--- src/rtl/sram_seq_ctrl.sv ---
// Burst sequencer driving the shared port of the 256x64 SRAM macro wrapper.
// Write bursts stream words into the SRAM; read bursts stream words back through a small credit-limited FIFO.
module sram_seq_ctrl #(
   parameter int ADDR_W    = 8,
   parameter int DATA_W    = 64,
   parameter int LEN_W     = 9,
   parameter int OUT_DEPTH = 2
) (
   input  logic              clk_i,
   input  logic              rst_i,
   input  logic              cmd_valid_i,
   output logic              cmd_ready_o,
   input  logic              cmd_write_i,
   input  logic [ADDR_W-1:0] cmd_addr_i,
   input  logic [LEN_W-1:0]  cmd_len_i,
   input  logic              wr_valid_i,
   output logic              wr_ready_o,
   input  logic [DATA_W-1:0] wr_data_i,
   output logic              rd_valid_o,
   input  logic              rd_ready_i,
   output logic [DATA_W-1:0] rd_data_o,
   output logic              rd_last_o,
   output logic              busy_o,
   output logic              done_o,
   output logic [ADDR_W-1:0] sram_addr_o,
   output logic [DATA_W-1:0] sram_wr_data_o,
   output logic              sram_en_o,
   output logic              sram_rw_mode_o,
   input  logic [DATA_W-1:0] sram_rd_data_i
);

   localparam int PTR_W = (OUT_DEPTH > 1) ? $clog2(OUT_DEPTH) : 1;
   localparam int CNT_W = $clog2(OUT_DEPTH + 1);

   typedef enum logic [1:0] {
      S_IDLE  = 2'd0,
      S_WRITE = 2'd1,
      S_READ  = 2'd2,
      S_DONE  = 2'd3
   } state_t;

   state_t              r_state;
   state_t              w_state_nxt;
   logic [ADDR_W-1:0]   r_addr;
   logic [ADDR_W-1:0]   w_addr_nxt;
   logic [LEN_W-1:0]    r_issue_rem;
   logic [LEN_W-1:0]    w_issue_rem_nxt;
   logic [LEN_W-1:0]    r_ret_rem;
   logic [LEN_W-1:0]    w_ret_rem_nxt;
   logic                r_inflight;
   logic                w_issue;
   logic                w_sram_en;
   logic                w_sram_rw;
   logic [DATA_W-1:0]   w_sram_wr_data;
   logic                w_wr_ready;

   logic [DATA_W-1:0]   r_fifo_mem [OUT_DEPTH];
   logic [PTR_W-1:0]    r_wr_ptr;
   logic [PTR_W-1:0]    r_rd_ptr;
   logic [CNT_W-1:0]    r_count;
   logic                w_rd_valid;
   logic                w_pop;
   logic [CNT_W:0]      w_occ;

   function automatic logic [PTR_W-1:0] ptr_inc(input logic [PTR_W-1:0] p);
      return (p == PTR_W'(OUT_DEPTH - 1)) ? PTR_W'(0) : p + PTR_W'(1);
   endfunction

   assign w_rd_valid = (r_count != CNT_W'(0));
   assign w_pop      = w_rd_valid & rd_ready_i;
   // Words already owed to the FIFO this cycle; a slot freed by a pop can be re-issued at once.
   assign w_occ      = {1'b0, r_count} + {{CNT_W{1'b0}}, r_inflight} - {{CNT_W{1'b0}}, w_pop};

   // State, address and burst counters
   always_ff @(posedge clk_i or negedge rst_i) begin
      if (!rst_i) begin
         r_state     <= S_IDLE;
         r_addr      <= '0;
         r_issue_rem <= '0;
         r_ret_rem   <= '0;
         r_inflight  <= 1'b0;
      end else begin
         r_state     <= w_state_nxt;
         r_addr      <= w_addr_nxt;
         r_issue_rem <= w_issue_rem_nxt;
         r_ret_rem   <= w_ret_rem_nxt;
         r_inflight  <= w_issue;
      end
   end

   // Next-state, counter updates and SRAM port drive
   always_comb begin
      w_state_nxt     = r_state;
      w_addr_nxt      = r_addr;
      w_issue_rem_nxt = r_issue_rem;
      w_ret_rem_nxt   = r_ret_rem;
      w_issue         = 1'b0;
      w_sram_en       = 1'b0;
      w_sram_rw       = 1'b0;
      w_sram_wr_data  = '0;
      w_wr_ready      = 1'b0;
      case (r_state)
         S_IDLE: begin
            if (cmd_valid_i) begin
               w_addr_nxt      = cmd_addr_i;
               w_issue_rem_nxt = cmd_len_i;
               w_ret_rem_nxt   = cmd_len_i;
               if (cmd_len_i == LEN_W'(0)) begin
                  w_state_nxt = S_DONE;
               end else if (cmd_write_i) begin
                  w_state_nxt = S_WRITE;
               end else begin
                  w_state_nxt = S_READ;
               end
            end else begin
               w_state_nxt = S_IDLE;
            end
         end
         S_WRITE: begin
            w_wr_ready     = 1'b1;
            w_sram_rw      = 1'b1;
            w_sram_wr_data = wr_data_i;
            w_sram_en      = wr_valid_i;
            if (wr_valid_i) begin
               w_addr_nxt      = r_addr + ADDR_W'(1);
               w_issue_rem_nxt = r_issue_rem - LEN_W'(1);
               if (r_issue_rem == LEN_W'(1)) begin
                  w_state_nxt = S_DONE;
               end else begin
                  w_state_nxt = S_WRITE;
               end
            end else begin
               w_state_nxt = S_WRITE;
            end
         end
         S_READ: begin
            if ((r_issue_rem != LEN_W'(0)) && (w_occ < (CNT_W + 1)'(OUT_DEPTH))) begin
               w_issue         = 1'b1;
               w_sram_en       = 1'b1;
               w_addr_nxt      = r_addr + ADDR_W'(1);
               w_issue_rem_nxt = r_issue_rem - LEN_W'(1);
            end else begin
               w_issue = 1'b0;
            end
            if (w_pop) begin
               w_ret_rem_nxt = r_ret_rem - LEN_W'(1);
               if (r_ret_rem == LEN_W'(1)) begin
                  w_state_nxt = S_DONE;
               end else begin
                  w_state_nxt = S_READ;
               end
            end else begin
               w_state_nxt = S_READ;
            end
         end
         S_DONE: begin
            w_state_nxt = S_IDLE;
         end
         default: begin
            w_state_nxt = S_IDLE;
         end
      endcase
   end

   // Read-return FIFO: push lands one cycle after each issue
   always_ff @(posedge clk_i or negedge rst_i) begin
      if (!rst_i) begin
         for (int i = 0; i < OUT_DEPTH; i++) begin
            r_fifo_mem[i] <= '0;
         end
         r_wr_ptr <= '0;
         r_rd_ptr <= '0;
         r_count  <= '0;
      end else begin
         if (r_inflight) begin
            r_fifo_mem[r_wr_ptr] <= sram_rd_data_i;
            r_wr_ptr             <= ptr_inc(r_wr_ptr);
         end
         if (w_pop) begin
            r_rd_ptr <= ptr_inc(r_rd_ptr);
         end
         case ({r_inflight, w_pop})
            2'b10:   r_count <= r_count + CNT_W'(1);
            2'b01:   r_count <= r_count - CNT_W'(1);
            default: r_count <= r_count;
         endcase
      end
   end

   assign cmd_ready_o    = (r_state == S_IDLE) & rst_i;
   assign wr_ready_o     = w_wr_ready;
   assign rd_valid_o     = w_rd_valid;
   assign rd_data_o      = w_rd_valid ? r_fifo_mem[r_rd_ptr] : '0;
   assign rd_last_o      = w_rd_valid & (r_ret_rem == LEN_W'(1));
   assign busy_o         = (r_state != S_IDLE);
   assign done_o         = (r_state == S_DONE);
   assign sram_addr_o    = r_addr;
   assign sram_wr_data_o = w_sram_wr_data;
   assign sram_en_o      = w_sram_en;
   assign sram_rw_mode_o = w_sram_rw;

endmodule

--- config.mk ---
export PLATFORM = sky130hd
export DESIGN_NAME = sram_seq_ctrl
export DESIGN_NICKNAME = d
export VERILOG_FILES = /design/src/rtl/sram_seq_ctrl.sv
export SDC_FILE = /design/constraint.sdc
export NUM_CORES = 1
export LEC_CHECK = 0
export ABC_AREA = 1
export CORE_MARGIN = 3
export CORE_UTILIZATION = 42
export DETAILED_ROUTE_END_ITERATION = 12
export GPL_ROUTABILITY_DRIVEN = 0
export PLACE_DENSITY = 0.77
export REMOVE_ABC_BUFFERS = 1
export SETUP_SLACK_MARGIN = 0.15
export SKIP_LAST_GASP = 1
export SLEW_MARGIN = 30
export SYNTH_ARGS = -nofsm -noshare
export SYNTH_HDL_FRONTEND = slang
export SYNTH_SLANG_ARGS = --single-unit
export TNS_END_PERCENT = 5
--- constraint.sdc ---
create_clock -name clk_i -period 2.3 [get_ports clk_i]
set_clock_uncertainty 0.15 [all_clocks]
set_input_delay 0.345 -clock clk_i [delete_from_list [all_inputs] [get_ports clk_i]]
set_output_delay 0.345 -clock clk_i [all_outputs]
set_load 0.03 [all_outputs]
# After elaboration in Yosys (flattened, before gate mapping)
# Index checks and enable logic that the tools add are counted.
dict set report op_classes {
  muxes 33
  n_addsub 9
  n_lt_le_gt_ge 4
  n_reduce_logical 12
  eq_ne 11
  bitwise 5
}
# operator count
set op_table {}
lappend op_table {{$mux 64} 6}
lappend op_table {{$bwmux 128} 1}
lappend op_table {{$demux 64 s1} 1}
lappend op_table {{$mux 9} 4}
lappend op_table {{$pmux 9 s3} 1}
lappend op_table {{$mux 8} 3}
lappend op_table {{$pmux 8 s3} 1}
lappend op_table {{$eq 9x1->1 const B} 2}
lappend op_table {{$pmux 9 s2} 1}
lappend op_table {{$sub 9x1->9 const B} 2}
lappend op_table {{$mux 2} 6}
lappend op_table {{$logic_not 9->1} 1}
lappend op_table {{$reduce_bool 9->1} 1}
lappend op_table {{$add 8x1->8 const B} 1}
lappend op_table {{$ne 2x2->1 const B} 4}
lappend op_table {{$pmux 2 s4} 1}
lappend op_table {{$reduce_bool 2->1} 4}
lappend op_table {{$eq 2x2->1 const B} 3}
lappend op_table {{$mux 1} 6}
lappend op_table {{$eq 2x1->1 const B} 2}
lappend op_table {{$ge 2x2->1 const B} 2}
lappend op_table {{$not 1->2} 2}
lappend op_table {{$pmux 2 s2} 1}
lappend op_table {{$reduce_and 4->1} 1}
lappend op_table {{other kinds (13)} 17}
dict set report totals {
  out_inout_bits 144
  ff_bits 161
}

# Longest topological paths before layout
# Gate-level depths: netlist of run 1.
dict set report depth {
  word_depth 7
  mapped_depth 16
  mapped_depth_nobuf 15
}

# Worst setup path before layout of run 1
# No wires, ideal clock.
dict set report synth_timing {
  path_kind {register to output}
  start {register r_count[1]}
  end {output sram_en_o}
  required_ps 1805
  path_stages_with_launch 13
  path_slack_ps -425
  arrival_time_ps 2230
  path_cell_list {dfrtp_1 > inv_2 > nand2_2 > nand2_2 > nor2_2 > o21bai_1 > nand2_1 > fa_1 > nand2_1 > nor2_4 > nand2_4 > nor2_1 > o21a_1}
}
dict set report synth_via {
  elab_chain_cells 7
  elab_cells_between_ends 8
  cone_classes {add/sub (2); order compare (1); mux (2); bitwise (1); reduce/logical (2)}
}
# element line_no
set synth_lines {}
lappend synth_lines {{start: declaration} 60} ;# logic [CNT_W-1:0] r_count;
lappend synth_lines {{start signal: assignment} 183} ;# 2'b10: r_count <= r_count + CNT_W'(1);
lappend synth_lines {{start signal: assignment} 184} ;# 2'b01: r_count <= r_count - CNT_W'(1);
lappend synth_lines {{start signal: assignment} 185} ;# default: r_count <= r_count;
lappend synth_lines {{$reduce_bool 2->1} 69} ;# assign w_rd_valid = (r_count != CNT_W'(0));
lappend synth_lines {{named net rd_valid_o} 19} ;# output logic rd_valid_o,
lappend synth_lines {{$and 1x1->1} 70} ;# assign w_pop = w_rd_valid & rd_ready_i;
lappend synth_lines {{$sub 3x1->3} 72} ;# assign w_occ = {1'b0, r_count} + {{CNT_W{1'b0}}, r_inflight} - {{CNT_W{1'b0}}, w_pop};
lappend synth_lines {{$lt 3x2->1} 137} ;# if ((r_issue_rem != LEN_W'(0)) && (w_occ < (CNT_W + 1)'(OUT_DEPTH))) begin
lappend synth_lines {{$logic_and 1x1->1} 137}
lappend synth_lines {{$mux 1} 137}
lappend synth_lines {{$pmux 1 s2} 102} ;# case (r_state)
lappend synth_lines {{end: declaration} 27} ;# output logic sram_en_o,
# The timed path passes the listed nets, and every way through them passes these cells.

# Final worst setup path of run 1
dict set report layout_timing {
  start {register r_count[0]}
  end {output sram_en_o}
}
dict set report layout_via {
  elab_chain_cells 7
  elab_cells_between_ends 8
  cone_classes {add/sub (2); order compare (1); mux (2); bitwise (1); reduce/logical (2)}
}
# element line_no
set layout_lines {}
lappend layout_lines {{branches (longest 2 deep; another with $add 2x1->3)} --}
lappend layout_lines {{$sub 3x1->3 (*)} 72}
lappend layout_lines {{$lt 3x2->1 (*)} 137}
lappend layout_lines {{$logic_and 1x1->1 (*)} 137}
lappend layout_lines {{$mux 1 (*)} 137}
lappend layout_lines {{$pmux 1 s2 (*)} 102}
# Every way passes the cells marked *.

==> flow_metrics.tcl, run 1 <==
set metrics [dict create \
    rsz0062_at_grt "true" \
    cts_tree "built" \
    syn2layout_area_growth_pct 43.6 \
    timing.fmax_mhz 344 \
    wl_per_cell_um 14.7 \
    die_area_mm2 0.0227 \
    dp_hpwl_um 17600 \
    grt_pass1_wl_um 39600 \
    cts_buffer_depth 2 \
    design_area_mm2 0.0126 \
    initial_core_util_pct 43.0 \
    drc 0 \
    end_kind "primary output" \
    path_clk_slew_ns 0.06 \
    clock_latency_ns 0.43 \
    final_antenna_net_count 0 \
    cp_top_family "adder cells" \
    grt_max_degree 130 \
    vdd_ir_drop_max_v 0.000846 \
    p_leak_nw 6.76 \
    mostFrequentLayoutCells "nand2_1, inv_1, dfrtp_1" \
    hp-class "flip-flop to flip-flop" \
    firstDrtPassIters 5 \
    syn_area_mm2 0.00879 \
    antenna_found_initial 0 \
    synth_area_per_cell_um2 7.44 \
    cp_common_cell "nor2_4" \
    synthCells 1181 \
    num_vias 8460 \
    port-buffer-count 294 \
    placed_cell_area_mm2 0.0117 \
    fillerInstances 1802 \
    p_per_area_mw_per_mm2 1510 \
    setup_viol 29 \
    violations "negative setup slack" \
    clock-sinks 161 \
    die_w_um 151 \
    cp-start-kind "flip-flop" \
    crit_required_ns 1.80 \
    slew_headroom_pct 50.1 \
    cts-root-buf "clkbuf_16" \
    hold_viol_final 0 \
    fin_util_pct 61.8 \
    maxCapViolations 0 \
    antenna_cells 0 \
    wl_um 25900 \
    fin_nets 1634 \
    drtIter0Drc 527 \
    synth_cell_types 34 \
    worstMarginPinSlew_ns 0.748 \
    worstSetupPathType "flip-flop to primary output" \
    rows 52 \
    finalNonFillerCells 1754 \
    fin_ws_ns -0.607 \
    coreArea_mm2 0.0204 \
    max_stage_delay_ns 0.53 \
    fin_crit_sh_pct 126 \
    grt_pass1_vias 7776 \
    synth_warnings 0 \
    track_usage_pct 21.7 \
    htreeDepth 4 \
    rr_worst_depth 14 \
    crit_chain "buf_4 > nor2_4 > o21bai_4 > nand2_2 > fa_2 > nand2_2 > nor2_4 > nand2_4 > nor2_4 > o21a_1 > buf_6" \
    finalCriticalPeriod_ns 2.91 \
    synth.ff_latch_count 161 \
    cp.depth 11 \
    overflow 0 \
    holdPathStages 2 \
    final_common_cell "nand2_1" \
    arrival_ns 2.41 \
    cts_buffers 17 \
    seq_area_frac_synth_pct 45.8 \
    crit_fanout 2 \
    tns_ns -4.77 \
    drive_gt1_share_pct 20.9 \
    path_buf_inv 2 \
    ioPinCount 295 \
    dpl.cell_count 1713 \
    crit_slowest_cell "fa_2" \
    via_per_inst 4.82 \
    status "finished with violations" \
    final-max-slew-violation-count 0 \
    die_h_um 151 \
]
metal layers:
layer  track usage [%]  share of wire [%]
met3              4.91                6.7
met2              34.8                 48
met5                 0                  0
met1              30.1                 43
met4              5.49                1.5
worst register-to-register path, stage by stage, from the launching register on:
cell and delay, ns:
dfrtp_1 0.39, buf_4 0.15, nor2_4 0.10, o21bai_4 0.13, nand2_2 0.07, fa_2 0.53
nand2_2 0.06, nor2_4 0.10, nand2_4 0.07, buf_4 0.13, buf_6 0.12, a21oi_4 0.22
clkbuf_16 0.19, nand2_1 0.05, nand2_1 0.06
what timing repair did:
| action | in CTS | in global routing |
|---|---|---|
| gates resized for setup | 22 | 23 |
| hold buffers | 1 | 0 |
| buffers inserted | 2 | 1 |
| pin swaps | 6 | 12 |
| cloned | 1 | 4 |
| endpoints found under the hold margin | 161 | 0 |
| endpoints found under the setup margin | 152 | 152 |
where the power goes:
group | switching, W | total, W | internal, W
clock network | 0.00126 | 0.00289 | 0.00164
registers | 0.000872 | 0.00513 | 0.00426
logic | 0.00691 | 0.0111 | 0.00415
total | 0.00904 | 0.0191 | 0.0100
path summary, 6_finish.rpt:
check / to / startpoint / slack [ns]
setup / recovery: sram_en_o / r_count[0] / -0.61
hold / removal: r_fifo_mem[75] / r_fifo_mem[75] / 0.33
setup reg to reg: r_issue_rem[4] / r_count[0] / -0.27
hold reg to reg: r_fifo_mem[75] / r_fifo_mem[75] / 0.33
max in group asynchronous: sram_addr_o[6] / rst_i / 0.93
min in group asynchronous: r_fifo_mem[27] / rst_i / 0.43
cells by family after synthesis:
kind of cell	share of synthesized area, %
adders and majority gates	1.79
and+or+nand+nor	23.7
DFF	45.8
muxes	0.114
AOI/OAI and AO/OA	16.2
buffers and inverters	11.9
xor gates and xnor gates	0.399
per-stage QoR:
step / hold WS (ns) / setup WS, ns / total power [W]
floorplan: -0.101 / -0.879 / 0.0116
global placement: 0.314 / -0.581 / 0.0153
detailed placement: 0.312 / -0.632 / 0.0155
CTS: 0.316 / -0.687 / 0.0187
global route: 0.334 / -0.769 / 0.0205
finish: 0.332 / -0.607 / 0.0191
flip-flops by register name (all words and copies together), names as in the netlist:
name,flops
r_inflight,1
r_issue_rem,9
sram_addr_o,8
r_ret_rem,9
r_state,2
r_count,2
r_rd_ptr,1
r_wr_ptr,1
r_fifo_mem,128
final cells by class:
type | count | area (um^2) | share of cell area, %
inverter | 172 | 649 | 5.14
timing repair buffer | 335 | 3120 | 24.7
tap | 270 | 338 | 2.68
clock buffer | 17 | 425 | 3.37
clock inverter | 15 | 169 | 1.34
multi-input combinational | 784 | 3890 | 30.9
sequential | 161 | 4030 | 31.9
cell usage after synthesis:
library cell / number / share of area [%]
a21oi_1: 76 / 4.3
a21oi_2: 1 / 0.10
a21oi_4: 1 / 0.19
a31oi_1: 1 / 0.071
buf_1: 3 / 0.13
buf_2: 17 / 0.97
buf_4: 2 / 0.17
buf_6: 15 / 1.9
buf_8: 1 / 0.17
clkbuf_1: 29 / 1.2
dfrtp_1: 161 / 46
fa_1: 1 / 0.23
ha_1: 11 / 1.6
inv_1: 167 / 7.1
inv_2: 5 / 0.21
mux2i_1: 1 / 0.11
nand2_1: 442 / 19
nand2_2: 7 / 0.50
nand2_4: 2 / 0.26
nand3_1: 27 / 1.5
nand4_1: 5 / 0.36
nor2_1: 33 / 1.4
nor2_2: 3 / 0.21
nor2_4: 1 / 0.13
nor3_1: 2 / 0.11
o211ai_1: 1 / 0.085
o21a_1: 1 / 0.085
o21ai_0: 83 / 4.7
o21ai_1: 16 / 0.91
o21ai_2: 54 / 5.4
o21bai_1: 4 / 0.34
or2_2: 3 / 0.21
or2_4: 1 / 0.10
xor2_1: 4 / 0.40
Note: power is estimated with default switching activity, not from simulation.
==> run 2: changes to the inputs <==
--- a/config.mk
+++ b/config.mk
@@ -14,7 +14,6 @@
 export REMOVE_ABC_BUFFERS = 1
 export SETUP_SLACK_MARGIN = 0.15
 export SKIP_LAST_GASP = 1
-export SLEW_MARGIN = 30
 export SYNTH_ARGS = -nofsm -noshare
 export SYNTH_HDL_FRONTEND = slang
 export SYNTH_SLANG_ARGS = --single-unit
==> results of run 2 <==
The final DEF is identical to that of run 1; final timing and power are the same.
